<file path="src/rtl/vape_exec_ctrl_if.sv">
// CPU and DMA bus view seen by the VAPE execution controller.
// The CPU or bench drives it as master; the controller samples it as slave.
interface vape_exec_ctrl_if;
    logic        data_en;
    logic        data_wr;
    logic [15:0] data_addr;
    logic [15:0] data_wdata;
    logic        dma_en;
    logic [15:0] dma_addr;

    modport master (
        output data_en,
        output data_wr,
        output data_addr,
        output data_wdata,
        output dma_en,
        output dma_addr
    );

    modport slave (
        input data_en,
        input data_wr,
        input data_addr,
        input data_wdata,
        input dma_en,
        input dma_addr
    );
endinterface

</file>
<file path="src/rtl/vape_exec_ctrl.sv">
// VAPE sequencing controller: holds the ER/OR bounds in META registers,
// tracks executable-region runs and raises EXEC on a clean run.
module vape_exec_ctrl #(
    parameter logic [15:0] META_BASE = 16'hFF00,
    parameter int unsigned CNT_W     = 16
) (
    input  logic             clk,
    input  logic             reset,
    vape_exec_ctrl_if.slave  bus,
    input  logic [15:0]      pc_i,
    input  logic             monitor_ok_i,
    output logic [15:0]      er_min_o,
    output logic [15:0]      er_max_o,
    output logic [15:0]      or_min_o,
    output logic [15:0]      or_max_o,
    output logic             cfg_valid_o,
    output logic             exec_o,
    output logic [2:0]       state_o,
    output logic [7:0]       abort_cnt_o,
    output logic [CNT_W-1:0] run_cycles_o
);

    typedef enum logic [2:0] {
        S_IDLE  = 3'd0,
        S_ARMED = 3'd1,
        S_RUN   = 3'd2,
        S_DONE  = 3'd3,
        S_ABORT = 3'd4
    } state_t;

    state_t           state_q, state_d;
    logic [15:0]      er_min_q, er_max_q, or_min_q, or_max_q;
    logic             cfg_valid_q, exec_q, bounds_chg_q;
    logic [7:0]       abort_cnt_q;
    logic [CNT_W-1:0] run_q;

    logic cfg_hit, cfg_acc, cfg_ok, viol;
    logic unused_dma;

    assign unused_dma = ^{bus.dma_en, bus.dma_addr};

    assign cfg_hit = bus.data_en && bus.data_wr &&
                     (bus.data_addr >= META_BASE) &&
                     (bus.data_addr <= META_BASE + 16'd7);
    assign cfg_acc = cfg_hit && (state_q != S_RUN);
    assign viol    = !monitor_ok_i;

    assign cfg_ok = (er_min_q <= er_max_q) && !er_min_q[0] &&
                    (or_min_q <= or_max_q) &&
                    ((or_max_q < er_min_q) || (or_min_q > er_max_q));

    // cfg_valid lags a bound write by a cycle, so arming waits one
    // extra cycle after any write to avoid acting on a stale verdict.
    always_comb begin
        state_d = state_q;
        if (viol) begin
            if (state_q == S_RUN || state_q == S_DONE)
                state_d = S_ABORT;
        end else if (cfg_acc) begin
            state_d = S_IDLE;
        end else begin
            unique case (state_q)
                S_IDLE:
                    if (cfg_valid_q && !bounds_chg_q) state_d = S_ARMED;
                S_ARMED:
                    if (!cfg_valid_q)            state_d = S_IDLE;
                    else if (pc_i == er_min_q)   state_d = S_RUN;
                S_RUN:
                    if (pc_i == er_max_q)        state_d = S_DONE;
                S_DONE, S_ABORT:
                    if (pc_i == er_min_q)        state_d = S_RUN;
                default: state_d = S_IDLE;
            endcase
        end
    end

    always_ff @(posedge clk) begin
        if (reset) begin
            state_q      <= S_IDLE;
            er_min_q     <= '0;
            er_max_q     <= '0;
            or_min_q     <= '0;
            or_max_q     <= '0;
            cfg_valid_q  <= 1'b0;
            bounds_chg_q <= 1'b0;
            exec_q       <= 1'b0;
            abort_cnt_q  <= '0;
            run_q        <= '0;
        end else begin
            state_q      <= state_d;
            exec_q       <= (state_d == S_DONE);
            cfg_valid_q  <= cfg_ok;
            bounds_chg_q <= cfg_acc;
            if (cfg_acc) begin
                unique case (bus.data_addr[2:1])
                    2'd0: er_min_q <= bus.data_wdata;
                    2'd1: er_max_q <= bus.data_wdata;
                    2'd2: or_min_q <= bus.data_wdata;
                    2'd3: or_max_q <= bus.data_wdata;
                    default: ;
                endcase
            end
            if (state_d == S_ABORT && state_q != S_ABORT &&
                abort_cnt_q != 8'hFF)
                abort_cnt_q <= abort_cnt_q + 8'd1;
            if (state_d == S_RUN) begin
                if (state_q != S_RUN)
                    run_q <= CNT_W'(1);
                else if (run_q != '1)
                    run_q <= run_q + CNT_W'(1);
            end
        end
    end

    assign er_min_o     = er_min_q;
    assign er_max_o     = er_max_q;
    assign or_min_o     = or_min_q;
    assign or_max_o     = or_max_q;
    assign cfg_valid_o  = cfg_valid_q;
    assign exec_o       = exec_q;
    assign state_o      = state_q;
    assign abort_cnt_o  = abort_cnt_q;
    assign run_cycles_o = run_q;

endmodule

</file>
<file path="src/flat_wrapper.sv">
// flat-port wrapper written by rule: the top's interface ports become plain ports
module vape_exec_ctrl_flat 
#(
    parameter logic [15:0] META_BASE = 16'hFF00,
    parameter int unsigned CNT_W     = 16
)
  (clk, reset, pc_i, monitor_ok_i, er_min_o, er_max_o, or_min_o, or_max_o, cfg_valid_o, exec_o, state_o, abort_cnt_o, run_cycles_o, bus_data_en, bus_data_wr, bus_data_addr, bus_data_wdata, bus_dma_en, bus_dma_addr);
  vape_exec_ctrl_if bus_i ();
  input  logic clk;
  input  logic reset;
  input  logic [15:0] pc_i;
  input  logic monitor_ok_i;
  output logic [15:0] er_min_o;
  output logic [15:0] er_max_o;
  output logic [15:0] or_min_o;
  output logic [15:0] or_max_o;
  output logic cfg_valid_o;
  output logic exec_o;
  output logic [2:0] state_o;
  output logic [7:0] abort_cnt_o;
  output logic [CNT_W-1:0] run_cycles_o;
  input wire logic [$bits(bus_i.data_en)-1:0] bus_data_en;
  input wire logic [$bits(bus_i.data_wr)-1:0] bus_data_wr;
  input wire logic [$bits(bus_i.data_addr)-1:0] bus_data_addr;
  input wire logic [$bits(bus_i.data_wdata)-1:0] bus_data_wdata;
  input wire logic [$bits(bus_i.dma_en)-1:0] bus_dma_en;
  input wire logic [$bits(bus_i.dma_addr)-1:0] bus_dma_addr;
  assign bus_i.data_en = bus_data_en;
  assign bus_i.data_wr = bus_data_wr;
  assign bus_i.data_addr = bus_data_addr;
  assign bus_i.data_wdata = bus_data_wdata;
  assign bus_i.dma_en = bus_dma_en;
  assign bus_i.dma_addr = bus_dma_addr;
  vape_exec_ctrl #(.META_BASE(META_BASE), .CNT_W(CNT_W)) u_core (.clk(clk), .reset(reset), .bus(bus_i), .pc_i(pc_i), .monitor_ok_i(monitor_ok_i), .er_min_o(er_min_o), .er_max_o(er_max_o), .or_min_o(or_min_o), .or_max_o(or_max_o), .cfg_valid_o(cfg_valid_o), .exec_o(exec_o), .state_o(state_o), .abort_cnt_o(abort_cnt_o), .run_cycles_o(run_cycles_o));
endmodule
</file>
<file path="config.mk">
export PLATFORM = sky130hd
export DESIGN_NAME = vape_exec_ctrl_flat
export DESIGN_NICKNAME = d
export VERILOG_FILES = /design/src/rtl/vape_exec_ctrl_if.sv /design/src/rtl/vape_exec_ctrl.sv /design/src/flat_wrapper.sv
export SDC_FILE = /design/constraint.sdc
export NUM_CORES = 1
export LEC_CHECK = 0
export ABC_AREA = 1
export CAP_MARGIN = 10
export CORE_ASPECT_RATIO = 0.75
export CORE_MARGIN = 1.5
export CORE_UTILIZATION = 35
export DETAILED_ROUTE_END_ITERATION = 10
export GPL_TIMING_DRIVEN = 0
export PLACE_DENSITY = 0.62
export REMOVE_ABC_BUFFERS = 1
export SLEW_MARGIN = 5
export SYNTH_ARGS = -nofsm -noshare
export SYNTH_HDL_FRONTEND = slang
export SYNTH_SLANG_ARGS = --single-unit
export TNS_END_PERCENT = 1
</file>
<file path="constraint.sdc">
create_clock -name clk -period 2.34 [get_ports clk]
set_input_delay 0.468 -clock clk [delete_from_list [all_inputs] [get_ports clk]]
set_output_delay 0.468 -clock clk [all_outputs]
set_load 0.03 [all_outputs]
</file>
Word level (Yosys, flattened, before mapping)

Index checks and enable logic that the tools add are counted.

Output and inout port bits: 93
Register bits: 94
Word-level logic and storage cells: 67

Add/sub/neg operators: 2
Eq/ne operators: 16
$lt $le $gt $ge: 6
Multiplexer cells: 10
Reductions and logical operators: 23

Operator list:

| operator                                                               | count |
|---|---|
| 16-bit equality test                                                   | 2 |
| 16-bit less-or-equal comparator                                        | 2 |
| 16-bit 2-to-1 mux                                                      | 2 |
| 3-bit 2-to-1 mux                                                       | 7 |
| 16-bit by 1-bit adder with 16-bit output (second input constant)       | 1 |
| 16-bit >= comparator (second input constant)                           | 1 |
| 16-bit greater-than comparator                                         | 1 |
| 16-bit less-or-equal comparator (second input constant)                | 1 |
| 16-bit less-than comparator                                            | 1 |
| 16-bit != test (second input constant)                                 | 1 |
| 3-bit by 2-bit equality test with 1-bit output (second input constant) | 4 |
| 3-bit case mux with 4 select lines                                     | 1 |
| 1-bit logical AND                                                      | 10 |
| 2-bit AND reduction                                                    | 5 |
| 8-bit by 1-bit adder with 8-bit output (second input constant)         | 1 |
| 8-bit != test (second input constant)                                  | 1 |
| 3-bit equality test (second input constant)                            | 2 |
| 2-bit equality test (second input constant)                            | 2 |
| 3-bit by 1-bit equality test with 1-bit output (second input constant) | 1 |
| 3-bit logical NOT                                                      | 1 |
| 3-bit by 2-bit != test with 1-bit output (second input constant)       | 1 |
| 3-bit != test (second input constant)                                  | 1 |
| 2-bit by 1-bit equality test with 1-bit output (second input constant) | 1 |
| 1-bit logical NOT                                                      | 2 |
| other kinds (4)                                                        | 5 |

Logic depth before layout (Yosys ltp)

Gate-level depths: netlist (run 1).

Depth in word-level cells: 9
Depth in mapped cells: 17

Worst setup path after synthesis (run 1)

Ideal clock, no wire load.

Path kind: flip-flop to flip-flop
Start point: reg u_core.run_q[0], in the netlist u_core.run_cycles_o[0]
End point: reg u_core.run_q[12], in the netlist u_core.run_cycles_o[12]
Buffers on the path: 1
Cell stages (with the launch flop): 13
Period minus slack after synthesis: 2.200 ns
Setup slack: 0.140 ns
Library setup time: 0.116 ns
Data arrival time: 2.084 ns
Cell sequence: dfxtp_1 -> ha_1 -> nand4_1 -> or2_1 -> nor2_2 -> nand3_1 -> nor2_1 -> nand3_1 -> nand2_4 -> inv_4 -> buf_6 -> nor2_1 -> nor2_1

Cells in the longest elaborated chain, start to end: 3

Ends and longest elaborated chain:

| item                                                                       | RTL line                                     | RTL |
|---|---|---|
| from (decl)                                                                | vape_exec_ctrl.sv:35                         | `logic [CNT_W-1:0] run_q;` |
| from (signal assigned)                                                     | vape_exec_ctrl.sv:110                        | `run_q <= run_q + CNT_W'(1);` |
| 16-bit by 1-bit adder with 16-bit output or 16-bit != test (tied branches) | vape_exec_ctrl.sv:110, vape_exec_ctrl.sv:109 |  |
| 16-bit 2-to-1 mux or 2-bit nonzero test (tied branches)                    | -                                            |  |
| 16-bit 2-to-1 mux or 2-bit AND reduction (tied branches)                   | -                                            |  |

Several ways; a longest one is shown, not always the timed one. The select of a mux whose other input is x is not followed.
A chain may end at the register's enable or synchronous reset.

Worst setup path after layout (run 1)

Start point: in pc_i[9]
End point: reg u_core.run_q[3], in the netlist u_core.run_cycles_o[3]

Cells in the longest elaborated chain, start to end: 8

Ends and longest elaborated chain:

| item                                               | RTL line                                   | RTL |
|---|---|---|
| from (decl)                                        | flat_wrapper.sv:11                         | `input logic [15:0] pc_i;` |
| 16-bit equality test                               | vape_exec_ctrl.sv:67, vape_exec_ctrl.sv:71 |  |
| 3-bit 2-to-1 mux                                   | vape_exec_ctrl.sv:67, vape_exec_ctrl.sv:71 |  |
| 3-bit 2-to-1 mux                                   | vape_exec_ctrl.sv:66                       | `if (!cfg_valid_q) state_d = S_IDLE;` |
| 3-bit case mux with 4 select lines (*)             | vape_exec_ctrl.sv:62                       | `unique case (state_q)` |
| 3-bit 2-to-1 mux (*)                               | vape_exec_ctrl.sv:59                       | `end else if (cfg_acc) begin` |
| 3-bit 2-to-1 mux (*)                               | vape_exec_ctrl.sv:56                       | `if (viol) begin` |
| 3-bit by 2-bit equality test with 1-bit output (*) | vape_exec_ctrl.sv:106                      | `if (state_d == S_RUN) begin` |
| 2-bit AND reduction (no line) (*)                  | -                                          |  |

Mark *: on every way between the ends. The rest lies on a longest branch, timed or not.

==> impl_results.md, run 1 <==
- Run status: finished with violations
- Failing checks: design-rule violations
- Pwr dens: around 440 nW/um2
- Mapped Area: slightly below 6000 um2
- Start point of the worst min-delay path: u_core.abort_cnt_o[7]
- Final worst-path cycle share: 98.1%
- Via count of the first global-routing pass: ~5,400
- Tightest Hold Check Type: flip-flop to flip-flop
- Detail Route Antenna Nets: 0
- Number of instances in the synthesized netlist: about 840
- Largest area contributor in the synthesized netlist: sky130_fd_sc_hd__dfxtp_1
- Max-Cap Viols: 0
- Number of failing setup endpoints in the final timing report: 0
- Highest-delay cell along the critical path: sky130_fd_sc_hd__clkdlybuf4s50_1
- Worst slew slack as a fraction of its limit: 41.2%
- Proportion of layout cells with a drive suffix above 1: under 10%
- Critical Path End Type: flip-flop
- Placeable Area: ~16,000 um2
- Buffers and inverters on the worst path: 3
- Post-synth ARST share: 0%
- Achievable frequency: about 0.44 GHz
- Number of I/O pins: approximately 160
- CTS Buf Count: 9
- Final count of hold timing violations: 0
- Setup Crit Path Kind: primary input to flip-flop
- Hold Crit Depth: 2
- Cell types with the largest area share after synthesis: sky130_fd_sc_hd__dfxtp_1 32%, sky130_fd_sc_hd__ha_1 14%, sky130_fd_sc_hd__nor2_1 10%
- Cell at the root of the clock tree: sky130_fd_sc_hd__clkbuf_16
- Highest fanout seen on the critical path: 8
- Y dimension of the die: between 100 and 150 um
- Worst endpoint data arrival time: ~2.5 ns
- DRC: 9
- Setup slack, reg-to-reg: 0.06 ns
- Clock transition at the register clock pins on the worst setup and hold paths after CTS: ~0.060 ns
- Worst hold margin: slightly below 0.5 ns
- Floorplan die area: roughly 18,000 um2
- Hold Path End: u_core.abort_cnt_o[7]
- Initial antenna violation count: 1
- Clock tree from TritonCTS: yes
- Number of clock sinks: 94
- Final global-route overflow total: 0
- Routed wire per std cell: approximately 15 um
- P&R area growth vs syn: 35.2%
- Depth of the worst register-to-register path: 11
- CP dominant cell by count: sky130_fd_sc_hd__nand2_1
- Maximum ir drop on the vdd rail: between 0.0004 and 0.0005 V
- Ordered list of cells on the worst path: clkdlybuf4s50_1, inv_1, nand2_1, nand2_1, nor2_2, nand2_1, nor2_1, nand2_1, nand2_1, nand3_1, nand2_1, nand2_2, nor2_4, nand2_4, buf_4, o21ai_0, nor2_1
- Starting Density: ~36%
- Number of core rows: 40
- RePlAce Congestion: slightly above 0.8
- Max Slew Vio Count: 0
- Clk_lat worst skew: around 0.35 ns
- H-tree levels: 3
- Detailed-route via count: roughly 5,700
- DR vias/cell: between 4 and 5
- Final std cell area, no fill: ~8000 um2
- Initial DRC Count: approximately 390
- Total of flip-flops plus latches after synthesis: 94
- Commonest register cell after synthesis: sky130_fd_sc_hd__dfxtp_1
- Most common library cell in the layout ignoring fill and taps: sky130_fd_sc_hd__nor2_1
- FF-to-FF End: u_core.run_cycles_o[3]
- Area occupied by multi-input gates: about 3500 um2
- Sequential cell area: approximately 1900 um2
- Family with the most delay on the worst path: simple AND/OR/NAND/NOR gates
- Highest-count cells in the layout ignoring fill and taps: 155 x sky130_fd_sc_hd__nor2_1, 141 x sky130_fd_sc_hd__nand2_1, 136 x sky130_fd_sc_hd__clkdlybuf4s50_1, 114 x sky130_fd_sc_hd__inv_1, 93 x sky130_fd_sc_hd__dfxtp_1
- Global-route wire length before repair: between 20,000 and 30,000 um
- Synthesis warning total: 0
- Crit path time final: between 2 and 2.5 ns
- Startpoint of the worst-slack reg-to-reg timing path: u_core.run_cycles_o[1]
- Largest net degree at the start of global routing: 75
- Global-route usage over all layers: between 20% and 30%
- Placed inst area: between 7000 and 8000 um2
- Required @ worst endpoint: between 2 and 3 ns
- Post-synth EDFFs: 0
- Unique cell type count in the Yosys netlist: 40
- NumNets Final: between 1,000 and 1,500
- Share of the yosys chip area belonging to registers: between 30% and 40%
- Startpoint Class: primary input
- Setup repair after global routing missed its margin: true
- Number of buffers between clock root and the deepest sink: 2
- Crit-path max cell delay: around 0.5 ns
- Hpwl dp: about 13,000 um
- Setup TNS Final: 0 ns
- Layout fillers: 1,649
- Worst-margin pin slew: around 0.86 ns
- Die width: 153 um
- Number of detailed-routing iterations run before antenna repair: 8
- Synthesized area per cell: 7.04 um2
- Static leakage: approximately 0.0034 uW
- Area share of the largest cell type after synthesis: between 30% and 40%
- Total wire length after detailed routing: about 18,000 um
- Number of buffers added on ports: between 100 and 150
- Clock skew after layout: a little over 0.01 ns
synth_stat cells, types with 3 or more instances:
cell / count
sky130_fd_sc_hd__a21oi_1: 36
sky130_fd_sc_hd__nand3_1: 30
sky130_fd_sc_hd__nand2_1: 147
sky130_fd_sc_hd__nor2_2: 3
sky130_fd_sc_hd__buf_6: 3
sky130_fd_sc_hd__nand4_1: 14
sky130_fd_sc_hd__nor3b_1: 3
sky130_fd_sc_hd__dfxtp_1: 94
sky130_fd_sc_hd__ha_1: 65
sky130_fd_sc_hd__clkbuf_1: 23
sky130_fd_sc_hd__o21ai_0: 21
sky130_fd_sc_hd__a211oi_1: 68
sky130_fd_sc_hd__xnor2_1: 4
sky130_fd_sc_hd__inv_1: 114
sky130_fd_sc_hd__o21ai_1: 3
sky130_fd_sc_hd__nor2_1: 159
sky130_fd_sc_hd__xor2_1: 12
sky130_fd_sc_hd__nor3_1: 12
how the worst max path moves through the flow:
stage                           start                       to  slack (ns)  depth (start not counted)
floorplan           u_core.state_o[2]       u_core.or_max_o[0]        0.17                         11
global placement                reset  u_core.run_cycles_o[10]       -2.48                          4
detailed placement   bus_data_addr[6]       u_core.or_min_o[4]       -0.67                         10
CTS                 u_core.state_o[2]      u_core.er_max_o[15]       -0.02                         11
global route        u_core.state_o[2]      u_core.er_max_o[12]       -0.13                         11
finish                        pc_i[9]   u_core.run_cycles_o[3]        0.04                         17
metal layers:
layer | vias up | track usage (%) | part of all wire, %
met2 | 135 | 30.3 | 41
li1 | 3069 | - | -
met1 | 2531 | 29.8 | 53
met4 | 0 | 4.97 | 0.69
met3 | 7 | 3.89 | 4.6
met5 | - | 0 | 0
worst reg2reg max path: cells and delay by family (launching register included):
family / cells / cell delay [ns]
adders and majority gates: 1 / 0.22
and+or+nand+nor: 8 / 1.43
DFF: 1 / 0.38
buffers and inverters: 1 / 0.14
AOI/OAI and AO/OA: 1 / 0.06
power breakdown:
| part | internal (uW) | total [uW] | switching (uW) |
|---|---|---|---|
| logic | 98.2 | 200 | 102 |
| clock network | 1110 | 1760 | 654 |
| registers | 1600 | 1600 | 0.0346 |
| total | 2800 | 3560 | 756 |
sequential cells by signal, summed over array words and instances (netlist names):
name,flops
u_core.exec_o,1
u_core.or_max_o,16
u_core.or_min_o,16
u_core.er_min_o,16
u_core.cfg_valid_o,1
u_core.bounds_chg_q,1
u_core.abort_cnt_o,8
u_core.state_o,3
u_core.er_max_o,16
u_core.run_cycles_o,16
stage by stage:
| step | utilization, % | total power, uW | setup WS [ns] | cells |
|---|---|---|---|---|
| floorplan | - | 1690 | 0.167 | 815 |
| global placement | 46.2 | 1830 | -2.48 | 1169 |
| detailed placement | 46.1 | 1830 | -0.674 | 1169 |
| CTS | 48.4 | 3600 | -0.0190 | 1185 |
| global route | 49.2 | 3690 | -0.129 | 1194 |
| finish | 49.2 | 3560 | 0.0441 | 1194 |
timing repair:
| action | in CTS | in global routing |
|---|---|---|
| hold buffers | 0 | 0 |
| pin swaps | 2 | 7 |
| gates resized for setup | 8 | 18 |
| buffers inserted | 0 | 6 |
| endpoints found under the setup margin | 88 | 89 |
| gates cloned | 0 | 2 |
cell type report:
| cell class | instances | share of cell area, % |
|---|---|---|
| Tap cell | 210 | 3.28 |
| Inverter | 117 | 5.55 |
| Antenna cell | 1 | 0.0313 |
| Multi-Input combinational cell | 606 | 44.3 |
| Clock buffer | 13 | 3.25 |
| Timing Repair Buffer | 150 | 18.9 |
| Sequential cell | 94 | 23.5 |
| Clock inverter | 3 | 1.13 |
kinds of logic (layout without fill, tap and decap cells):
| family | after synthesis | in the layout | synth area share (%) |
|---|---|---|---|
| AO/OA/AOI/OAI | 143 | 143 | 15.9 |
| other | 0 | 1 | 0 |
| AND/OR/NAND/NOR | 380 | 382 | 26.7 |
| flip-flops | 94 | 94 | 31.8 |
| XOR/XNOR | 16 | 16 | 2.37 |
| adder cells (fa/ha/maj) | 65 | 65 | 13.7 |
| buffers and inverters | 143 | 283 | 9.53 |
(Power assumes the default switching activity.)
==> inputs of run 2 (changes only) <==
Settings changed: CAP_MARGIN 10 to default.
==> results of run 2 <==
Same layout as run 1: the final DEF is identical, and so are final timing and power.
